[src/rtl/hazard_ctrl_sb.sv]
// hazard_ctrl_sb: per-stage stall/flush and operand-forward selects for a
// 5-stage pipeline, plus a register scoreboard for variable-latency long ops.
// Optional saturating perf counters are built when HAZARD_PERF_CNT_EN is defined.
module hazard_ctrl_sb #(
    parameter int REG_NUM  = 32,
    parameter int REG_AW   = 5,
    parameter int MAX_LONG = 4,
    parameter int CNT_W    = 3,
    parameter int PERF_W   = 32
) (
    input  logic              clk,
    input  logic              CpuRstN,
    input  logic              ICacheMiss,
    input  logic              DCacheMiss,
    input  logic              BranchE,
    input  logic              BranchPredictedE,
    input  logic              JalrE,
    input  logic              JalD,
    input  logic [REG_AW-1:0] Rs1D,
    input  logic [REG_AW-1:0] Rs2D,
    input  logic [1:0]        RegReadD,
    input  logic [REG_AW-1:0] RdD,
    input  logic              RegWriteD,
    input  logic              LongOpD,
    input  logic [REG_AW-1:0] Rs1E,
    input  logic [REG_AW-1:0] Rs2E,
    input  logic [REG_AW-1:0] RdE,
    input  logic [1:0]        RegReadE,
    input  logic              MemToRegE,
    input  logic              LongOpE,
    input  logic [REG_AW-1:0] RdM,
    input  logic [REG_AW-1:0] RdW,
    input  logic              RegWriteM,
    input  logic              RegWriteW,
    input  logic              LongWbValid,
    input  logic [REG_AW-1:0] LongWbRd,
    output logic              StallF,
    output logic              FlushF,
    output logic              StallD,
    output logic              FlushD,
    output logic              StallE,
    output logic              FlushE,
    output logic              StallM,
    output logic              FlushM,
    output logic              StallW,
    output logic              FlushW,
    output logic [1:0]        Forward1E,
    output logic [1:0]        Forward2E,
    output logic              SbFull
`ifdef HAZARD_PERF_CNT_EN
    ,
    output logic [PERF_W-1:0] StallCycCnt,
    output logic [PERF_W-1:0] FlushCnt,
    output logic [PERF_W-1:0] SbStallCnt
`endif
);

    logic [REG_NUM-1:1] busy_q, busy_d;
    logic [CNT_W-1:0]   out_cnt_q, out_cnt_d;
    logic [REG_NUM-1:0] busy_eff;
    logic               wb_hit, wb_ok, issue;
    logic               sb_full, sb_haz, miss, redirect, load_use;
    logic               sel_redirect, sel_sb;
    logic [9:0]         ctl;

    // Forward source for one E operand: M beats W beats the long-op writeback bus.
    function automatic logic [1:0] fwd_sel(input logic [REG_AW-1:0] src, input logic used);
        logic [1:0] sel;
        sel = 2'b00;
        if (used && (src != '0)) begin
            if (RegWriteM && (RdM == src))
                sel = 2'b10;
            else if (RegWriteW && (RdW == src))
                sel = 2'b01;
            else if (LongWbValid && (LongWbRd == src))
                sel = 2'b11;
        end
        return sel;
    endfunction

    // Hazard detection and prioritised stage controls.
    always_comb begin
        wb_hit   = LongWbValid & (LongWbRd != '0);
        busy_eff = '0;
        // A register retiring on the writeback bus this cycle is already forwardable.
        for (int r = 1; r < REG_NUM; r++)
            busy_eff[r] = busy_q[r] & ~(wb_hit & (LongWbRd == REG_AW'(r)));
        sb_full  = (out_cnt_q == CNT_W'(MAX_LONG));
        sb_haz   = (RegReadD[1] & busy_eff[Rs1D]) |
                   (RegReadD[0] & busy_eff[Rs2D]) |
                   (RegWriteD   & busy_eff[RdD])  |
                   (LongOpD     & sb_full);
        miss     = ICacheMiss | DCacheMiss;
        redirect = (BranchE ^ BranchPredictedE) | JalrE;
        load_use = MemToRegE & (RdE != '0) &
                   ((RegReadD[1] & (Rs1D == RdE)) | (RegReadD[0] & (Rs2D == RdE)));
        sel_redirect = ~miss & redirect;
        sel_sb       = ~miss & ~redirect & ~load_use & sb_haz;

        // bit order: StallF FlushF StallD FlushD StallE FlushE StallM FlushM StallW FlushW
        if (!CpuRstN)       ctl = 10'b0101010101;
        else if (miss)      ctl = 10'b1010101010;
        else if (redirect)  ctl = 10'b0001010000;
        else if (load_use)  ctl = 10'b1010010000;
        else if (sb_haz)    ctl = 10'b1010010000;
        else if (JalD)      ctl = 10'b0001000000;
        else                ctl = 10'b0000000000;
    end

    assign {StallF, FlushF, StallD, FlushD, StallE, FlushE, StallM, FlushM, StallW, FlushW} = ctl;

    // Operand forwarding selects, parked on the register file during reset.
    always_comb begin
        Forward1E = 2'b00;
        Forward2E = 2'b00;
        if (CpuRstN) begin
            Forward1E = fwd_sel(Rs1E, RegReadE[1]);
            Forward2E = fwd_sel(Rs2E, RegReadE[0]);
        end
    end

    assign SbFull = CpuRstN & sb_full;

    // Scoreboard next state: clear on writeback first so a same-register issue wins.
    always_comb begin
        issue     = LongOpE & ~ctl[5] & (RdE != '0);
        wb_ok     = wb_hit & (out_cnt_q != '0);
        busy_d    = busy_q;
        out_cnt_d = out_cnt_q;
        for (int r = 1; r < REG_NUM; r++) begin
            if (wb_ok && (LongWbRd == REG_AW'(r))) busy_d[r] = 1'b0;
            if (issue && (RdE == REG_AW'(r)))      busy_d[r] = 1'b1;
        end
        case ({issue, wb_ok})
            2'b10:   out_cnt_d = out_cnt_q + CNT_W'(1);
            2'b01:   out_cnt_d = out_cnt_q - CNT_W'(1);
            default: out_cnt_d = out_cnt_q;
        endcase
    end

    // Scoreboard registers.
    always_ff @(posedge clk or negedge CpuRstN) begin
        if (!CpuRstN) begin
            busy_q    <= '0;
            out_cnt_q <= '0;
        end else begin
            busy_q    <= busy_d;
            out_cnt_q <= out_cnt_d;
        end
    end

`ifdef HAZARD_PERF_CNT_EN
    logic [PERF_W-1:0] stall_cyc_q, stall_cyc_d;
    logic [PERF_W-1:0] flush_q, flush_d;
    logic [PERF_W-1:0] sb_stall_q, sb_stall_d;

    // Saturating event counters.
    always_comb begin
        stall_cyc_d = stall_cyc_q;
        flush_d     = flush_q;
        sb_stall_d  = sb_stall_q;
        if (ctl[9] && (stall_cyc_q != '1))  stall_cyc_d = stall_cyc_q + PERF_W'(1);
        if (sel_redirect && (flush_q != '1)) flush_d    = flush_q + PERF_W'(1);
        if (sel_sb && (sb_stall_q != '1))    sb_stall_d = sb_stall_q + PERF_W'(1);
    end

    // Perf counter registers.
    always_ff @(posedge clk or negedge CpuRstN) begin
        if (!CpuRstN) begin
            stall_cyc_q <= '0;
            flush_q     <= '0;
            sb_stall_q  <= '0;
        end else begin
            stall_cyc_q <= stall_cyc_d;
            flush_q     <= flush_d;
            sb_stall_q  <= sb_stall_d;
        end
    end

    assign StallCycCnt = stall_cyc_q;
    assign FlushCnt    = flush_q;
    assign SbStallCnt  = sb_stall_q;
`endif

endmodule

[config.mk]
export PLATFORM = sky130hd
export DESIGN_NAME = hazard_ctrl_sb
export DESIGN_NICKNAME = d
export VERILOG_FILES = /design/src/rtl/hazard_ctrl_sb.sv
export SDC_FILE = /design/constraint.sdc
export NUM_CORES = 1
export LEC_CHECK = 0
export CORE_AREA = 3 3 92 102
export DETAILED_ROUTE_END_ITERATION = 8
export DIE_AREA = 0 0 95 105
export GPL_ROUTABILITY_DRIVEN = 1
export PLACE_DENSITY = 0.71
export SYNTH_ARGS = -nofsm -noshare
export SYNTH_HDL_FRONTEND = slang
export SYNTH_SLANG_ARGS = --single-unit
export TNS_END_PERCENT = 10
[constraint.sdc]
create_clock -name clk -period 6.9 [get_ports clk]
set_clock_uncertainty 0.1 [all_clocks]
set_input_delay 1.38 -clock clk [delete_from_list [all_inputs] [get_ports clk]]
set_output_delay 1.38 -clock clk [all_outputs]
set_load 0.01 [all_outputs]
==> results.yml <==
global_route:
  grt-ovfl-total: 0
  grt_usage_pct: 27.5
  antenna_found_initial: 0
  grt_pass1_wl_um: 21400
  grt_start_max_net_pins: 39
  grt_pass1_vias: 3939
clock_tree:
  ctsRootBufferMaster: "clkbuf_8"
  clockBufferDepth: 2
  clock-sinks: 34
  cts_tree: "built"
  cts_setup_buffers: 0
  clock_latency_ns: 0.28
  hold_buffers: 0
  cts_resized: 0
  htree_levels: 2
  clk_transition_reported_paths_ns: 0.06
  numCtsBuffers: 5
status:
  outcome: "finished clean"
synth:
  yosys_warnings: 0
  synth.cell_area_um2: 3770
  synth.area.top_cells: "dfrtp_1 (23%), o21ai_0 (9.0%), xor2_1 (8.8%)"
  synth_top_area_share_pct: 22.6
  synth.avg_cell_area_um2: 7.98
  synth_most_common_cell: "o21ai_0"
  synth_ff_type: "dfrtp_1"
  ys_ff_latch: 34
  syn_inst: 472
  seq_area_frac_synth_pct: 22.6
  syn_nets: 538
  ys_top_cells_by_count: "o21ai_0 (68), nand2_1 (40), xor2_1 (38), dfrtp_1 (34), nor2_1 (19)"
  ys_async_sr_fraction_pct: 100
  yosys.area.top_type: "dfrtp_1"
  ys_types: 66
  synth-edff-count: 0
power_and_ir_drop:
  ir_drop_mv: 0.172
  p_leak_nw: 1.79
  powerDensity_nw_per_um2: 190
placement:
  gp_congestion: 1.06
  port_buffers: 78
  dp_hpwl_um: 10900
  dpl.cell_count: 637
  place_area_um2: 4590
critical_path:
  rr_endpoint: "out_cnt_q[2]$_DFFE_PN0P_"
  path_class: "input pin to primary output"
  crit-reg2reg-launch: "out_cnt_q[0]$_DFFE_PN0P_"
  cp-start-kind: "input pin"
  required_ns: 5.42
  ff2ff_setup_slack_ns: 4.52
  worstRegToRegCells: 9
  cp.arrival_ns: 4.80
  critPathMaxFanout: 16
  crit_path_end_kind: "primary output"
floorplanning:
  fp.dieH_um: 105
  pin_count: 79
  start_util_pct: 44.6
  core_um2: 8450
  fp.dieW_um: 95
  dieArea_um2: 9980
  core.rowCount: 35
final_layout:
  num-nets-final: 599
  nFillCells: 783
  final_cells: 645
  n_antenna_cell: 0
  drive_above_1_share_pct: 7.49
  syn2layout_area_growth_pct: 24.6
  design_area_um2: 4700
  finish.utilization_pct: 55.6
timing:
  drv_slew: 0
  fmax_ghz: 0.159
  tightestPinTransition_ns: 0.834
  setup_tns_ns: 0
  setup_viol: 0
  hold_slack_ns: 0.442
  post-route-period-util_pct: 91.0
  finalCriticalPeriod_ns: 6.28
  rsz0062_at_grt: "false"
  slew-limit-headroom_pct: 43.8
  finalHoldViolCount: 0
route:
  dr.first_iter.drc_count: 559
  routed_via_density: 6.36
  dr.pass1.iters: 5
  drt_wl_total_um: 13800
  wire_per_inst_um: 21.3
  drc: 0
  top_layer_used: "met4"
  met3_length_um: 1270
  dr_total_vias: 4105
  route.met2.wl_um: 6250
  ant_nets: 0
  met1_length_um: 5830
worst_hold_path:
  holdPathStages: 2
  hold_end: "busy_q[8]$_DFFE_PN0P_"
  min_from: "busy_q[8]$_DFFE_PN0P_"
  holdCritPathClass: "flip-flop to flip-flop"
flow_run:
  maxCapViolations: 0
## flip-flops by register name, summed over array words and instances (netlist names)
name	flops
out_cnt_q	3
busy_q	31
## critical path, cell delays in order
cell and delay [ns]:
clkdlybuf4s50_1 0.84, nand4b_1 0.39, o311ai_1 0.37, a2111oi_0 0.16
or4_4 0.57, nor4_4 0.33, a41oi_1 0.19, clkdlybuf4s50_1 0.56
## area by class of cell
type                       instances  area, um2  share of cell area (%)
multi-input combinational        385       2670                    56.9
timing repair buffer              90        866                    18.4
sequential                        34        851                    18.1
tap                              111        139                    2.96
clock buffer                       7       76.3                    1.63
inverter                          17       63.8                    1.36
clock inverter                     1       30.0                   0.639
## logic make-up after synthesis
kind of cell / Yosys count / share of synthesized area (%)
xor gates and xnor gates: 51 / 11.9
muxes: 31 / 9.86
adders and majority gates: 2 / 0.863
buffers and inverters: 53 / 6.57
and+or+nand+nor: 147 / 22.0
AOI/OAI and AO/OA: 154 / 26.3
DFF: 34 / 22.6
## per-layer routing
metal | GRT usage (%) | vias up
li1 | - | 1881
met1 | 38.6 | 1942
met2 | 43.3 | 239
met3 | 4.75 | 43
met4 | 7.22 | 0
met5 | 0 | -
## how the worst max path moves through the flow
stage	start	endpoint
detailed placement	LongWbRd[3]	StallF
global route	LongWbRd[3]	StallD
finish	LongWbRd[3]	StallD
CTS	LongWbRd[3]	StallF
global placement	LongWbRd[3]	StallF
floorplan	RdE[0]	StallF
## metrics by stage
stage          setup slack (ns)  power (W)
2_1_floorplan              1.87   0.000543
3_3_place_gp              0.702   0.000697
3_5_place_dp              0.667   0.000703
4_1_cts                   0.652   0.000884
5_1_grt                   0.418   0.000943
6_report                  0.618   0.000890
## power by group
part / switching, W / internal (W) / total [W]
sequential: 0.0000670 / 0.000255 / 0.000322
combinational: 0.000208 / 0.000181 / 0.000388
clock: 0.0000720 / 0.000108 / 0.000180
## placed cells by master (no fill, tap or decap), types with 5 or more instances in the layout
master,instances
a211oi_1,5
o21ai_0,68
o211ai_1,7
nand2b_1,6
clkdlybuf4s50_1,77
nor2_1,19
nor2b_1,10
a21oi_1,17
mux2_2,8
mux2i_1,18
nand2_1,40
clkbuf_8,5
xor2_1,38
xnor2_1,13
a311oi_1,6
nand3_1,14
and3_1,8
buf_4,12
dfrtp_1,34
o31ai_1,7
nor3_1,11
nor4_1,10
inv_1,16
a21boi_0,5
a2111oi_0,8
Note: power is estimated with default switching activity, not from simulation.
